### src/rtl/bsg_rocket_pkg.sv
// rtl/bsg_rocket_pkg.sv - shared NASTI / tunnel packet types and error-bit indices
package bsg_rocket_pkg;

    localparam int nasti_id_width_lp   = 5;
    localparam int nasti_data_width_lp = 64;
    localparam int tun_dmx_width_lp    = 80;

    typedef struct packed {
        logic [nasti_id_width_lp-1:0]   id;
        logic [nasti_data_width_lp-1:0] data;
        logic [1:0]                     resp;
        logic                           last;
    } bsg_nasti_r_pkt;

    typedef struct packed {
        logic                           last;
        logic [nasti_data_width_lp-1:0] data;
        logic [nasti_id_width_lp-1:0]   id;
    } bsg_nasti_sr_pkt;

    typedef logic [tun_dmx_width_lp-1:0] bsg_tun_dmx_t;

    localparam int err_resp_lp = 0;
    localparam int err_len_lp  = 1;
    localparam int err_id_lp   = 2;

    function automatic bsg_nasti_sr_pkt nasti_r_to_sr(input bsg_nasti_r_pkt r);
        bsg_nasti_sr_pkt sr;
        sr.last = r.last;
        sr.data = r.data;
        sr.id   = r.id;
        return sr;
    endfunction

endpackage

### src/rtl/bsg_two_fifo.sv
// rtl/bsg_two_fifo.sv - two-entry FIFO with registered ready/valid
module bsg_two_fifo #(
    parameter int width_p = 8
) (
    input  logic               clk_i,
    input  logic               reset_i,
    input  logic [width_p-1:0] data_i,
    input  logic               v_i,
    output logic               ready_o,
    output logic               v_o,
    output logic [width_p-1:0] data_o,
    input  logic               yumi_i
);

    logic [width_p-1:0] mem_r [2];
    logic               wptr_r;
    logic               rptr_r;
    logic [1:0]         count_r;
    logic               enq;
    logic               deq;

    // Flags come straight from count_r so ready/valid never see same-cycle inputs.
    assign ready_o = (count_r != 2'd2);
    assign v_o     = (count_r != 2'd0);
    assign data_o  = mem_r[rptr_r];
    assign enq     = v_i & ready_o;
    assign deq     = yumi_i & v_o;

    always_ff @(posedge clk_i) begin
        if (reset_i) begin
            wptr_r  <= 1'b0;
            rptr_r  <= 1'b0;
            count_r <= 2'd0;
        end else begin
            if (enq) wptr_r <= ~wptr_r;
            if (deq) rptr_r <= ~rptr_r;
            count_r <= count_r + {1'b0, enq} - {1'b0, deq};
        end
    end

    always_ff @(posedge clk_i) begin
        if (enq) mem_r[wptr_r] <= data_i;
    end

endmodule

### src/rtl/bsg_nasti_master_resp.sv
// rtl/bsg_nasti_master_resp.sv - NASTI R channel to tunnel response buffer with burst checks
module bsg_nasti_master_resp
    import bsg_rocket_pkg::*;
#(
    parameter int max_beats_p = 8
) (
    input  logic           clk_i,
    input  logic           reset_i,
    input  logic           nasti_r_valid_i,
    input  bsg_nasti_r_pkt nasti_r_data_i,
    output logic           nasti_r_ready_o,
    output logic           resp_valid_o,
    output bsg_tun_dmx_t   resp_data_o,
    input  logic           resp_yumi_i,
    output logic [2:0]     error_o
);

    localparam int cnt_w_lp = $clog2(max_beats_p + 1);
    localparam int pad_w_lp = $bits(bsg_tun_dmx_t) - $bits(bsg_nasti_sr_pkt);

    localparam logic [0:0] IDLE  = 1'b0;
    localparam logic [0:0] BURST = 1'b1;

    logic                state_r;
    logic [cnt_w_lp-1:0] cnt_r;
    logic [4:0]          cur_id_r;
    logic [2:0]          error_r;
    logic                reset_r;
    logic                fifo_ready;
    logic                accept;
    bsg_nasti_sr_pkt     fifo_data;

    // Hold ready low for one extra cycle after reset releases.
    always_ff @(posedge clk_i) reset_r <= reset_i;

    assign nasti_r_ready_o = fifo_ready & ~reset_i & ~reset_r;
    assign accept          = nasti_r_valid_i & nasti_r_ready_o;
    assign resp_data_o     = {{pad_w_lp{1'b0}}, fifo_data};
    assign error_o         = error_r;

    bsg_two_fifo #(.width_p($bits(bsg_nasti_sr_pkt))) buf_fifo (
        .clk_i   (clk_i),
        .reset_i (reset_i),
        .data_i  (nasti_r_to_sr(nasti_r_data_i)),
        .v_i     (accept),
        .ready_o (fifo_ready),
        .v_o     (resp_valid_o),
        .data_o  (fifo_data),
        .yumi_i  (resp_yumi_i & resp_valid_o)
    );

    always_ff @(posedge clk_i) begin
        if (reset_i) begin
            state_r  <= IDLE;
            cnt_r    <= '0;
            cur_id_r <= '0;
            error_r  <= '0;
        end else if (accept) begin
            if (nasti_r_data_i.resp != 2'b00) error_r[err_resp_lp] <= 1'b1;
            if (state_r == IDLE) begin
                if (!nasti_r_data_i.last) begin
                    state_r  <= BURST;
                    cnt_r    <= cnt_w_lp'(1);
                    cur_id_r <= nasti_r_data_i.id;
                end
            end else begin
                if (nasti_r_data_i.id != cur_id_r) error_r[err_id_lp] <= 1'b1;
                if (nasti_r_data_i.last) begin
                    state_r <= IDLE;
                    cnt_r   <= '0;
                end else if ((cnt_r + 1'b1) == cnt_w_lp'(max_beats_p)) begin
                    error_r[err_len_lp] <= 1'b1;
                    state_r             <= IDLE;
                    cnt_r               <= '0;
                end else begin
                    cnt_r <= cnt_r + 1'b1;
                end
            end
        end
    end

    yumi_only_when_valid: assert property (@(posedge clk_i) disable iff (reset_i)
        !(resp_yumi_i && !resp_valid_o));

endmodule

### config.mk
export PLATFORM = sky130hd
export DESIGN_NAME = bsg_nasti_master_resp
export DESIGN_NICKNAME = d
export VERILOG_FILES = /design/src/rtl/bsg_rocket_pkg.sv /design/src/rtl/bsg_two_fifo.sv /design/src/rtl/bsg_nasti_master_resp.sv
export SDC_FILE = /design/constraint.sdc
export NUM_CORES = 1
export LEC_CHECK = 0
export ABC_AREA = 1
export ABC_CLOCK_PERIOD_IN_PS = 5400
export BUFFER_PORTS_ARGS = -buffer_cell sky130_fd_sc_hd__buf_2
export CAP_MARGIN = 5
export CORE_MARGIN = 3
export CORE_UTILIZATION = 25
export DETAILED_ROUTE_END_ITERATION = 8
export PLACE_DENSITY = 0.47
export RECOVER_POWER = 100
export SETUP_SLACK_MARGIN = 0.15
export SYNTH_ARGS = -nofsm -noshare
export SYNTH_HDL_FRONTEND = slang
export SYNTH_HIERARCHICAL = 1
export SYNTH_SLANG_ARGS = --single-unit
export TNS_END_PERCENT = 10
### constraint.sdc
create_clock -name clk_i -period 5.4 [get_ports clk_i]
set_input_delay 1.62 -clock clk_i [delete_from_list [all_inputs] [get_ports clk_i]]
set_output_delay 1.62 -clock clk_i [all_outputs]
set_load 0.03 [all_outputs]
==> key figures, run 1 <==
STA
  – Achievable frequency: approximately 220 MHz
  – Endpoints failing hold: 0
  – Worst Skew: 0.00781 ns
  – # setup viols final: 0
  – Fin. max-slew vios: 0
  – Minimum clock period after layout: 4.46 ns
  – Final WS setup: between 0.9 and 1 ns
  – RSZ-0062 raised after global routing: false
  – Period utilization: 82.7%
  – Worst rel slew slack: 16.2%
  – Tightest Pin Transition: 1.26 ns
  – Setup TNS: 0 ns

Yosys
  – EDFF count, synth: 140
  – Synth cell count leaders: edfxtp_1, mux2_4, nand2_1
  – Mapped Cells: 378
  – Synth Flop Type: edfxtp_1
  – Synthesized cell area: 0.00650 mm²
  – Register area share after synthesis: between 70 and 80%
  – Most frequent cell after synthesis: edfxtp_1
  – Area contributors post-synth: edfxtp_1, mux2_4, dfxtp_1, nand2_1, buf_12
  – Synth warn: 6
  – Asr flop ratio synth: 0%
  – Post-synth top area cell: edfxtp_1
  – Area fraction of the dominant cell type after synthesis: between 60% and 70%
  – Synth cell types: 25
  – #FFs+latches synth: ~160
  – Syn_area_per_cell: 17.2 µm²

Clock network
  – CTS tree: yes
  – Clock buffer count from CTS: 17
  – Clock Latency Late Sink: between 0.4 and 0.5 ns
  – Setup Buffers After CTS: 0
  – CTS H-tree depth: 4
  – CTS clk-pin slew, worst paths: 0.06 ns
  – CTS sink cnt: 159
  – Gates resized, CTS repair: 0
  – Clk Tree Root Cell: clkbuf_16
  – CTS hold repair buffers: 0
  – Clock buffer depth: 2

Finish
  – # diodes: 0
  – Seq. cell area: 0.00459 mm²
  – Final non-filler cell total: between 800 and 900
  – Utilization after layout: 30.8%
  – Area occupied by multi-input gates: 0.00143 mm²
  – Nets@finish: 622
  – Layout cell share with drive strength beyond 1: 25.2%
  – # fillers: 2602
  – P&R area growth vs syn: 20.0%

Floorplanning
  – Die ar.: 0.0280 mm²
  – Die X: approximately 170 µm
  – Core ar.: 0.0253 mm²
  – Core Rows: 58
  – Top Ports: between 150 and 200
  – Die height: ~170 µm
  – Initial Util: between 20% and 30%

Setup path
  – Worst path arrival time: about 2.8 ns
  – Crit. End Element: output pin
  – Setup CP Type: input port to output pin
  – Req. time, crit path: 3.78 ns
  – R2R setup slack: roughly 2.3 ns
  – Reg2reg start: buf_fifo/count_r[0]
  – Startpoint Class: input port
  – Critical Path Fanout Max: 12
  – RR Endpoint: buf_fifo/mem_r[1][31]
  – Reg2reg path depth: 7

Placement
  – Dpl cells: 853
  – Final HPWL DP: 8.63 mm
  – Number of port buffers: 150
  – RD Place Congestion: around 0.72
  – DP Worst Slack: 1.49 ns

Worst hold path
  – Hold Path Sink: error_o[1]
  – Hold crit path type: flip-flop to flip-flop
  – Hold Path Cell Cnt: 2
  – Hold Path Origin: error_o[1]

Power and ir drop
  – Total power: 2710 µW
  – Power Dens Cells: 348 mW/mm²
  – VDD IR max: roughly 0.00017 V
  – Static Leak: 0.00281 µW

Route
  – # DRC: 0
  – Final wirelength: 13.0 mm
  – Via/cell ratio: around 4
  – Initial DRC Count: 155
  – ANT nets after route: 0
  – DR pass1 iterations: 4
  – Wire length per cell: 14.7 µm
  – Via count: roughly 3500

Global route
  – Vias in the first global route: 3588
  – Total global routing overflow: 0
  – Initial antenna violation count: 0
  – First-pass GRT wire length: 19.7 mm
  – Largest net degree at the start of global routing: 71
  – GRT Overall Usage: under 10%

Flow run
  – Max-Cap Viols: 0

Status
  – Status: completed
-- sequential cells by signal, summed over array words and instances, names as in the netlist, named ones only --
| signal | count |
|---|---|
| buf_fifo/mem_r | 140 |
| cur_id_r | 5 |
| cnt_r | 4 |
| error_o | 3 |
| buf_fifo/count_r | 2 |
| buf_fifo/rptr_r | 1 |
| buf_fifo/wptr_r | 1 |
| reset_r | 1 |
| state_r | 1 |
-- layout make-up --
cell class | instances | share of cell area, %
Sequential cell | 159 | 58.8
Multi-Input combinational cell | 178 | 18.3
Timing Repair Buffer | 155 | 8.69
Clock buffer | 18 | 5.50
Tap cell | 330 | 5.29
Clock inverter | 14 | 1.92
Inverter | 31 | 1.52
-- through the flow --
step | cell area (µm²) | hold WS [ns]
floorplan | 6530 | 0.443
global placement | 7510 | 0.442
detailed placement | 7510 | 0.449
CTS | 8090 | 0.462
global route | 7800 | 0.481
finish | 7800 | 0.456
-- where the power goes --
part	total, µW	internal (µW)	switching [µW]
Clock	1170	652	522
Combinational	165	51.0	114
Sequential	1370	1370	8.89
Total	2710	2070	644
-- kinds of logic (layout without fill, tap and decap cells) --
kind of cell | count (synthesis) | after routing | share of synthesized area (%)
xor+xnor | 1 | 1 | 0.135
simple gates | 71 | 71 | 5.06
compound gates | 22 | 22 | 1.75
mux | 70 | 70 | 16.2
buf+inv | 50 | 218 | 5.49
other cells | 1 | 10 | 0.0577
flops | 159 | 159 | 70.6
fa+ha+maj | 4 | 4 | 0.770
-- worst max-delay path, cell delays in order --
cell	delay (ns)
clkbuf_1	0.40
clkinvlp_2	0.41
nand3_4	0.15
inv_1	0.05
clkbuf_1	0.20
-- worst max path at each step --
stage                         start                     to  slack (ns)  depth (start not counted)
after CTS                 flip-flop        resp_data_o[38]        1.36                          3
final                       reset_i        nasti_r_ready_o        0.94                          5
after global routing        reset_i  buf_fifo/mem_r[1][31]        0.74                          7
after detailed placement    reset_i        nasti_r_ready_o        1.49                          5
after floorplan             reset_i   buf_fifo/mem_r[0][0]         1.0                          6
after global placement      reset_i        nasti_r_ready_o        1.50                          5
-- metal layers --
layer  global-route usage [%]  vias to the layer above  part of all wire, %
met5                        0                        -                    0
met1                     11.3                     1740                   45
met3                     3.00                       16                  5.9
li1                         -                     1674                    -
met2                     14.6                      113                   47
met4                     3.81                        0                  1.4
-- placed cells by master, fill, tap and decap left out, drive strengths merged --
cell type	Yosys	layout
o21ai	7	7
nor2	19	19
clkinv	0	5
xnor2	1	1
bufinv	0	1
nand3	8	8
inv	31	35
buf	19	71
ha	4	4
edfxtp	140	140
nand2	41	41
a21oi	15	15
mux2	70	70
conb	1	10
dfxtp	19	19
clkbuf	0	102
nor3	1	1
clkinvlp	0	4
nand4	2	2
Note: power is estimated with default switching activity, not from simulation.
==> run 2, diff against run 1 <==
--- a/config.mk
+++ b/config.mk
@@ -5,14 +5,14 @@
 export SDC_FILE = /design/constraint.sdc
 export NUM_CORES = 1
 export LEC_CHECK = 0
-export ABC_AREA = 1
-export ABC_CLOCK_PERIOD_IN_PS = 5400
+export ABC_AREA = 0
+export ABC_CLOCK_PERIOD_IN_PS = 4130
 export BUFFER_PORTS_ARGS = -buffer_cell sky130_fd_sc_hd__buf_2
 export CAP_MARGIN = 5
 export CORE_MARGIN = 3
 export CORE_UTILIZATION = 25
 export DETAILED_ROUTE_END_ITERATION = 8
-export PLACE_DENSITY = 0.47
+export PLACE_DENSITY = 0.46
 export RECOVER_POWER = 100
 export SETUP_SLACK_MARGIN = 0.15
 export SYNTH_ARGS = -nofsm -noshare
==> constraint.sdc (replaced) <==
create_clock -name clk_i -period 4.13 [get_ports clk_i]
set_input_delay 1.239 -clock clk_i [delete_from_list [all_inputs] [get_ports clk_i]]
set_output_delay 1.239 -clock clk_i [all_outputs]
set_load 0.03 [all_outputs]
==> key figures, run 2 <==
Status
  – Status: completed

Yosys
  – Asr flop ratio synth: 0%
  – Mapped Cells: 331
  – Most frequent cell after synthesis: edfxtp_1
  – Post-synth top area cell: edfxtp_1
  – Synth cell types: 40
  – Area fraction of the dominant cell type after synthesis: 65.4%
  – EDFF count, synth: 140
  – Register area share after synthesis: 71.3%
  – Synthesized cell area: roughly 0.0064 mm²
  – #FFs+latches synth: 159
  – Synth cell count leaders: edfxtp_1, mux2_4, dfxtp_1
  – Area contributors post-synth: edfxtp_1, mux2_4, dfxtp_1, buf_12, buf_4
  – Syn_area_per_cell: a little under 20 µm²
  – Synth warn: 6
  – Synth Flop Type: edfxtp_1

STA
  – RSZ-0062 raised after global routing: false
  – Worst rel slew slack: roughly 32%
  – # setup viols final: 0
  – Fin. max-slew vios: 0
  – Tightest Pin Transition: 1.02 ns
  – Setup TNS: 0 ns
  – Achievable frequency: 286 MHz
  – Minimum clock period after layout: between 3 and 4 ns
  – Period utilization: 84.8%
  – Endpoints failing hold: 0
  – Worst Skew: approximately 0.023 ns

Power and ir drop
  – VDD IR max: approximately 0.00020 V
  – Static Leak: 0.00276 µW
  – Power Dens Cells: 453 mW/mm²
  – Total power: 3520 µW

Clock network
  – Clock Latency Late Sink: 0.43 ns
  – Setup Buffers After CTS: 0
  – CTS H-tree depth: 4
  – Clock buffer depth: 2
  – Clk Tree Root Cell: clkbuf_16
  – Clock buffer count from CTS: 17
  – CTS sink cnt: 159
  – Gates resized, CTS repair: 0
  – CTS tree: yes
  – CTS hold repair buffers: 0
  – CTS clk-pin slew, worst paths: 0.07 ns

Finish
  – Top reg by flops: buf_fifo/mem_r
  – # fillers: between 2000 and 3000
  – Commonest cells after routing, fill and taps aside: edfxtp_1, clkbuf_1, buf_2
  – # diodes: 0
  – Biggest regs: buf_fifo/mem_r (140), cur_id_r (5), cnt_r (4)
  – Area occupied by multi-input gates: 0.00148 mm²
  – Commonest non-fill, non-tap cell in the layout: edfxtp_1
  – P&R area growth vs syn: 21.0%
  – Max reg flops: 140
  – Nets@finish: ~570
  – Seq. cell area: 0.00459 mm²
  – Design Area, Final: 0.00778 mm²
  – Layout cell share with drive strength beyond 1: 28.8%

Floorplanning
  – Initial Util: 25.5%
  – Die X: approximately 170 µm
  – Top Ports: 161
  – Die ar.: ~0.028 mm²
  – Die height: 166 µm
  – Core Rows: 58
  – Core ar.: 0.0253 mm²

Route
  – ANT nets after route: 0
  – Final wirelength: approximately 13 mm
  – Initial DRC Count: 150
  – Wire length per cell: 15.6 µm
  – Via count: 3318
  – DR pass1 iterations: 4
  – # DRC: 0
  – Via/cell ratio: approximately 4.0

Global route
  – Largest net degree at the start of global routing: 41
  – Initial antenna violation count: 1
  – First-pass GRT wire length: 20.1 mm
  – Total global routing overflow: 0
  – GRT Overall Usage: 9.44%
  – Vias in the first global route: 3583

Placement
  – Number of port buffers: 150
  – Post-DP Area: 0.00746 mm²
  – RD Place Congestion: 0.721
  – Final HPWL DP: 8.92 mm

Worst hold path
  – Hold crit path type: flip-flop to flip-flop

Setup path
  – Setup CP Type: input port to output pin
  – Req. time, crit path: 2.89 ns
  – Worst path arrival time: 2.26 ns
  – Critical Path Fanout Max: 22
  – Crit. End Element: output pin
  – Startpoint Class: input port

Flow run
  – Max-Cap Viols: 0
==> run 2: logic make-up after synthesis <==
group	count (synthesis)	synth area share [%]
multiplexers	76	17.3
adder cells (fa/ha/maj)	4	0.779
AND/OR/NAND/NOR	38	3.45
flip-flops	159	71.3
AO/OA/AOI/OAI	19	1.89
XOR/XNOR	8	1.09
buffers and inverters	26	4.11
other	1	0.0583
==> run 2: path summary, 6_finish.rpt <==
check                          end  cells past startpoint                start  slack (ns)
max                nasti_r_ready_o                      3              reset_i        0.63
min                     error_o[0]                      2           error_o[0]        0.45
max reg2reg  buf_fifo/mem_r[0][32]                      6  buf_fifo/count_r[0]        1.60
min reg2reg             error_o[0]                      2           error_o[0]        0.45
==> run 2: area by class of cell <==
cell class | count | share of cell area [%]
timing repair buffer | 155 | 8.86
clock inverter | 15 | 2.12
inverter | 6 | 0.290
multi-input combinational | 155 | 19.0
sequential | 159 | 59.0
tap | 330 | 5.31
clock buffer | 17 | 5.47
==> run 2: power by group <==
part	leakage (µW)	internal [µW]	total [µW]	switching (µW)
sequential	0.00143	1780	1790	11.0
clock	0.000285	811	1520	709
combinational	0.00104	68.0	207	139
total	0.00276	2660	3520	859
==> run 2: per-stage QoR <==
step / std cells / util [%] / setup WS (ns) / hold WS [ns]
floorplan: 340 / - / 0.246 / 0.470
detailed placement: 805 / 29.5 / 0.921 / 0.444
finish: 837 / 30.8 / 0.628 / 0.452
global placement: 805 / 29.5 / 0.938 / 0.454
global route: 837 / 30.8 / 0.446 / 0.480
CTS: 837 / 31.9 / 0.922 / 0.455
==> run 2: worst max-delay path, cell delays in order <==
cell and delay, ns:
clkbuf_1 0.64, nor3b_1 0.13, clkbuf_1 0.25
==> run 2: routing by layer <==
metal | up-vias | global-route usage (%) | wire length [µm]
met5 | - | 0 | 13
met4 | 2 | 2.80 | 122
met3 | 10 | 3.90 | 807
met2 | 111 | 15.5 | 6250
met1 | 1623 | 11.5 | 5840
li1 | 1572 | - | -
==> run 3, diff against run 2 <==
--- a/config.mk
+++ b/config.mk
@@ -5,8 +5,8 @@
 export SDC_FILE = /design/constraint.sdc
 export NUM_CORES = 1
 export LEC_CHECK = 0
-export ABC_AREA = 0
-export ABC_CLOCK_PERIOD_IN_PS = 4130
+export ABC_AREA = 1
+export ABC_CLOCK_PERIOD_IN_PS = 3400
 export BUFFER_PORTS_ARGS = -buffer_cell sky130_fd_sc_hd__buf_2
 export CAP_MARGIN = 5
 export CORE_MARGIN = 3
==> constraint.sdc (replaced) <==
create_clock -name clk_i -period 3.4 [get_ports clk_i]
set_input_delay 1.02 -clock clk_i [delete_from_list [all_inputs] [get_ports clk_i]]
set_output_delay 1.02 -clock clk_i [all_outputs]
set_load 0.03 [all_outputs]
==> key figures, run 3 (same netlist as run 1, synthesis figures left out) <==
Finish
  – Max reg flops: 140
  – Seq. cell area: 0.00459 mm²
  – # diodes: 0
  – Utilization after layout: 31.3%
  – Biggest regs: buf_fifo/mem_r (140), cur_id_r (5), cnt_r (4)
  – Top reg by flops: buf_fifo/mem_r
  – P&R area growth vs syn: 22.0%
  – # fillers: 2564
  – Area occupied by multi-input gates: ~0.0015 mm²
  – Commonest non-fill, non-tap cell in the layout: edfxtp_1
  – Layout cell share with drive strength beyond 1: a little over a quarter
  – Nets@finish: between 600 and 700
  – Commonest cells after routing, fill and taps aside: edfxtp_1, clkbuf_1, mux2_4

Setup path
  – Setup crit end: resp_data_o[5]
  – Critical Path Fanout Max: 39
  – R2R setup slack: 0.90 ns
  – Worst-path cell chain: buf_6 > mux2_4 > clkbuf_1
  – Buf/Inv on CP: 2
  – Worst path arrival time: between 2 and 2.5 ns
  – Crit. End Element: output pin
  – Startpoint Class: flip-flop
  – Reg2reg path depth: 7
  – Cell depth of the worst setup path: 3
  – Reg2reg start: buf_fifo/count_r[0]
  – RR Endpoint: buf_fifo/mem_r[0][44]
  – Slowest cell on the critical path: dfxtp_4
  – Peak per-stage delay on the critical path: between 0.5 and 0.6 ns
  – Family with the most delay on the worst path: buffers and inverters
  – Setup CP Type: flip-flop to output pin
  – Req. time, crit path: 2.38 ns

Route
  – Via count: between 3000 and 4000
  – Via/cell ratio: 3.98
  – # DRC: 0
  – Final wirelength: 13.3 mm
  – Initial DRC Count: around 160
  – ANT nets after route: 0
  – Wire length per cell: 15.0 µm
  – DR pass1 iterations: 4

Worst hold path
  – Hold Path Cell Cnt: 2
  – Hold crit path type: flip-flop to flip-flop

STA
  – Setup TNS: 0 ns
  – Fin. max-slew vios: 0
  – Tightest Pin Transition: 0.591 ns
  – Worst rel slew slack: 60.5%
  – Endpoints failing hold: 0
  – RSZ-0062 raised after global routing: false
  – Period utilization: 89.8%
  – Final WS setup: 0.346 ns
  – # setup viols final: 0
  – Achievable frequency: 327 MHz
  – Minimum clock period after layout: 3.05 ns
  – Worst Skew: 0.00936 ns

Floorplanning
  – Initial Util: 25.7%
  – Core ar.: 0.0253 mm²
  – Die X: 167 µm
  – Die height: 167 µm
  – Top Ports: 161
  – Core Rows: between 50 and 60
  – Die ar.: roughly 0.028 mm²

Global route
  – Total global routing overflow: 0
  – First-pass GRT wire length: 20.4 mm
  – Initial antenna violation count: 0
  – Largest net degree at the start of global routing: 43
  – GRT Overall Usage: under 10%
  – Vias in the first global route: 3708

Placement
  – DP Worst Slack: about 0.68 ns
  – Final HPWL DP: 9.00 mm
  – RD Place Congestion: 0.784
  – Number of port buffers: 150

Clock network
  – Clock buffer depth: 2
  – Clock buffer count from CTS: 17
  – CTS hold repair buffers: 0
  – CTS clk-pin slew, worst paths: roughly 0.07 ns
  – Clk Tree Root Cell: clkbuf_16
  – CTS sink cnt: 159
  – Gates resized, CTS repair: 0
  – CTS tree: yes
  – Setup Buffers After CTS: 0
  – Clock Latency Late Sink: about 0.42 ns
  – CTS H-tree depth: 4

Power and ir drop
  – VDD IR max: between 0.0002 and 0.00025 V
  – Static Leak: 0.00286 µW
  – Power Dens Cells: 550 mW/mm²

Flow run
  – Max-Cap Viols: 0

Status
  – Status: completed
-- run 3: cell count changes in the layout (fill, tap and decap cells not counted), moves of 5 or more --
cell      change
a21oi_1      +11
buf_2        -18
clkbuf_1     +20
inv_1        +23
mux2_1       -22
mux2_4       +22
mux2i_1       -5
nand2_1      +34
nand3_1       +7
nor2_1        +7
-- run 3: per-stage QoR --
stage	instance area (µm²)	hold slack, ns	std cells	power, µW
floorplan	6540	0.443	387	2420
global placement	7560	0.440	854	2520
global route	7920	0.461	886	4550
CTS	8150	0.452	886	4450
finish	7920	0.451	886	4360
detailed placement	7560	0.441	854	2520
-- run 3: power breakdown --
part	leakage [µW]	internal [µW]	switching, µW
Sequential	0.00143	2170	13.4
Clock	0.000275	1100	808
Combinational	0.00116	89.9	181
-- run 3: worst min-delay path by stage --
stage | slack, ns | from | endpoint
3_3_place_gp | 0.44 | error_o[0] | error_o[0]
6_report | 0.45 | error_o[2] | error_o[2]
3_5_place_dp | 0.44 | error_o[2] | error_o[2]
5_1_grt | 0.46 | error_o[1] | error_o[1]
2_1_floorplan | 0.44 | cur_id_r[0] | cur_id_r[0]
4_1_cts | 0.45 | error_o[2] | error_o[2]
-- run 3: cell type report --
cell class	instances	share of cell area (%)
clock buffers	19	5.46
flip-flops and latches	159	57.9
clock inverters	13	1.97
well taps	330	5.21
repair buffers	156	8.97
multi-input cells	178	19.0
inverters	31	1.52
-- run 3: routing by layer --
layer / routed length (µm) / GRT usage [%]
met1: 5400 / 10.5
met3: 720 / 2.97
met2: 6900 / 16.7
met5: 0 / 0
met4: 230 / 4.06
-- run 3: worst min-delay path, cell delays in order (launching register included) --
cell     delay [ns]
dfxtp_1        0.31
inv_1          0.05
a21oi_1        0.05
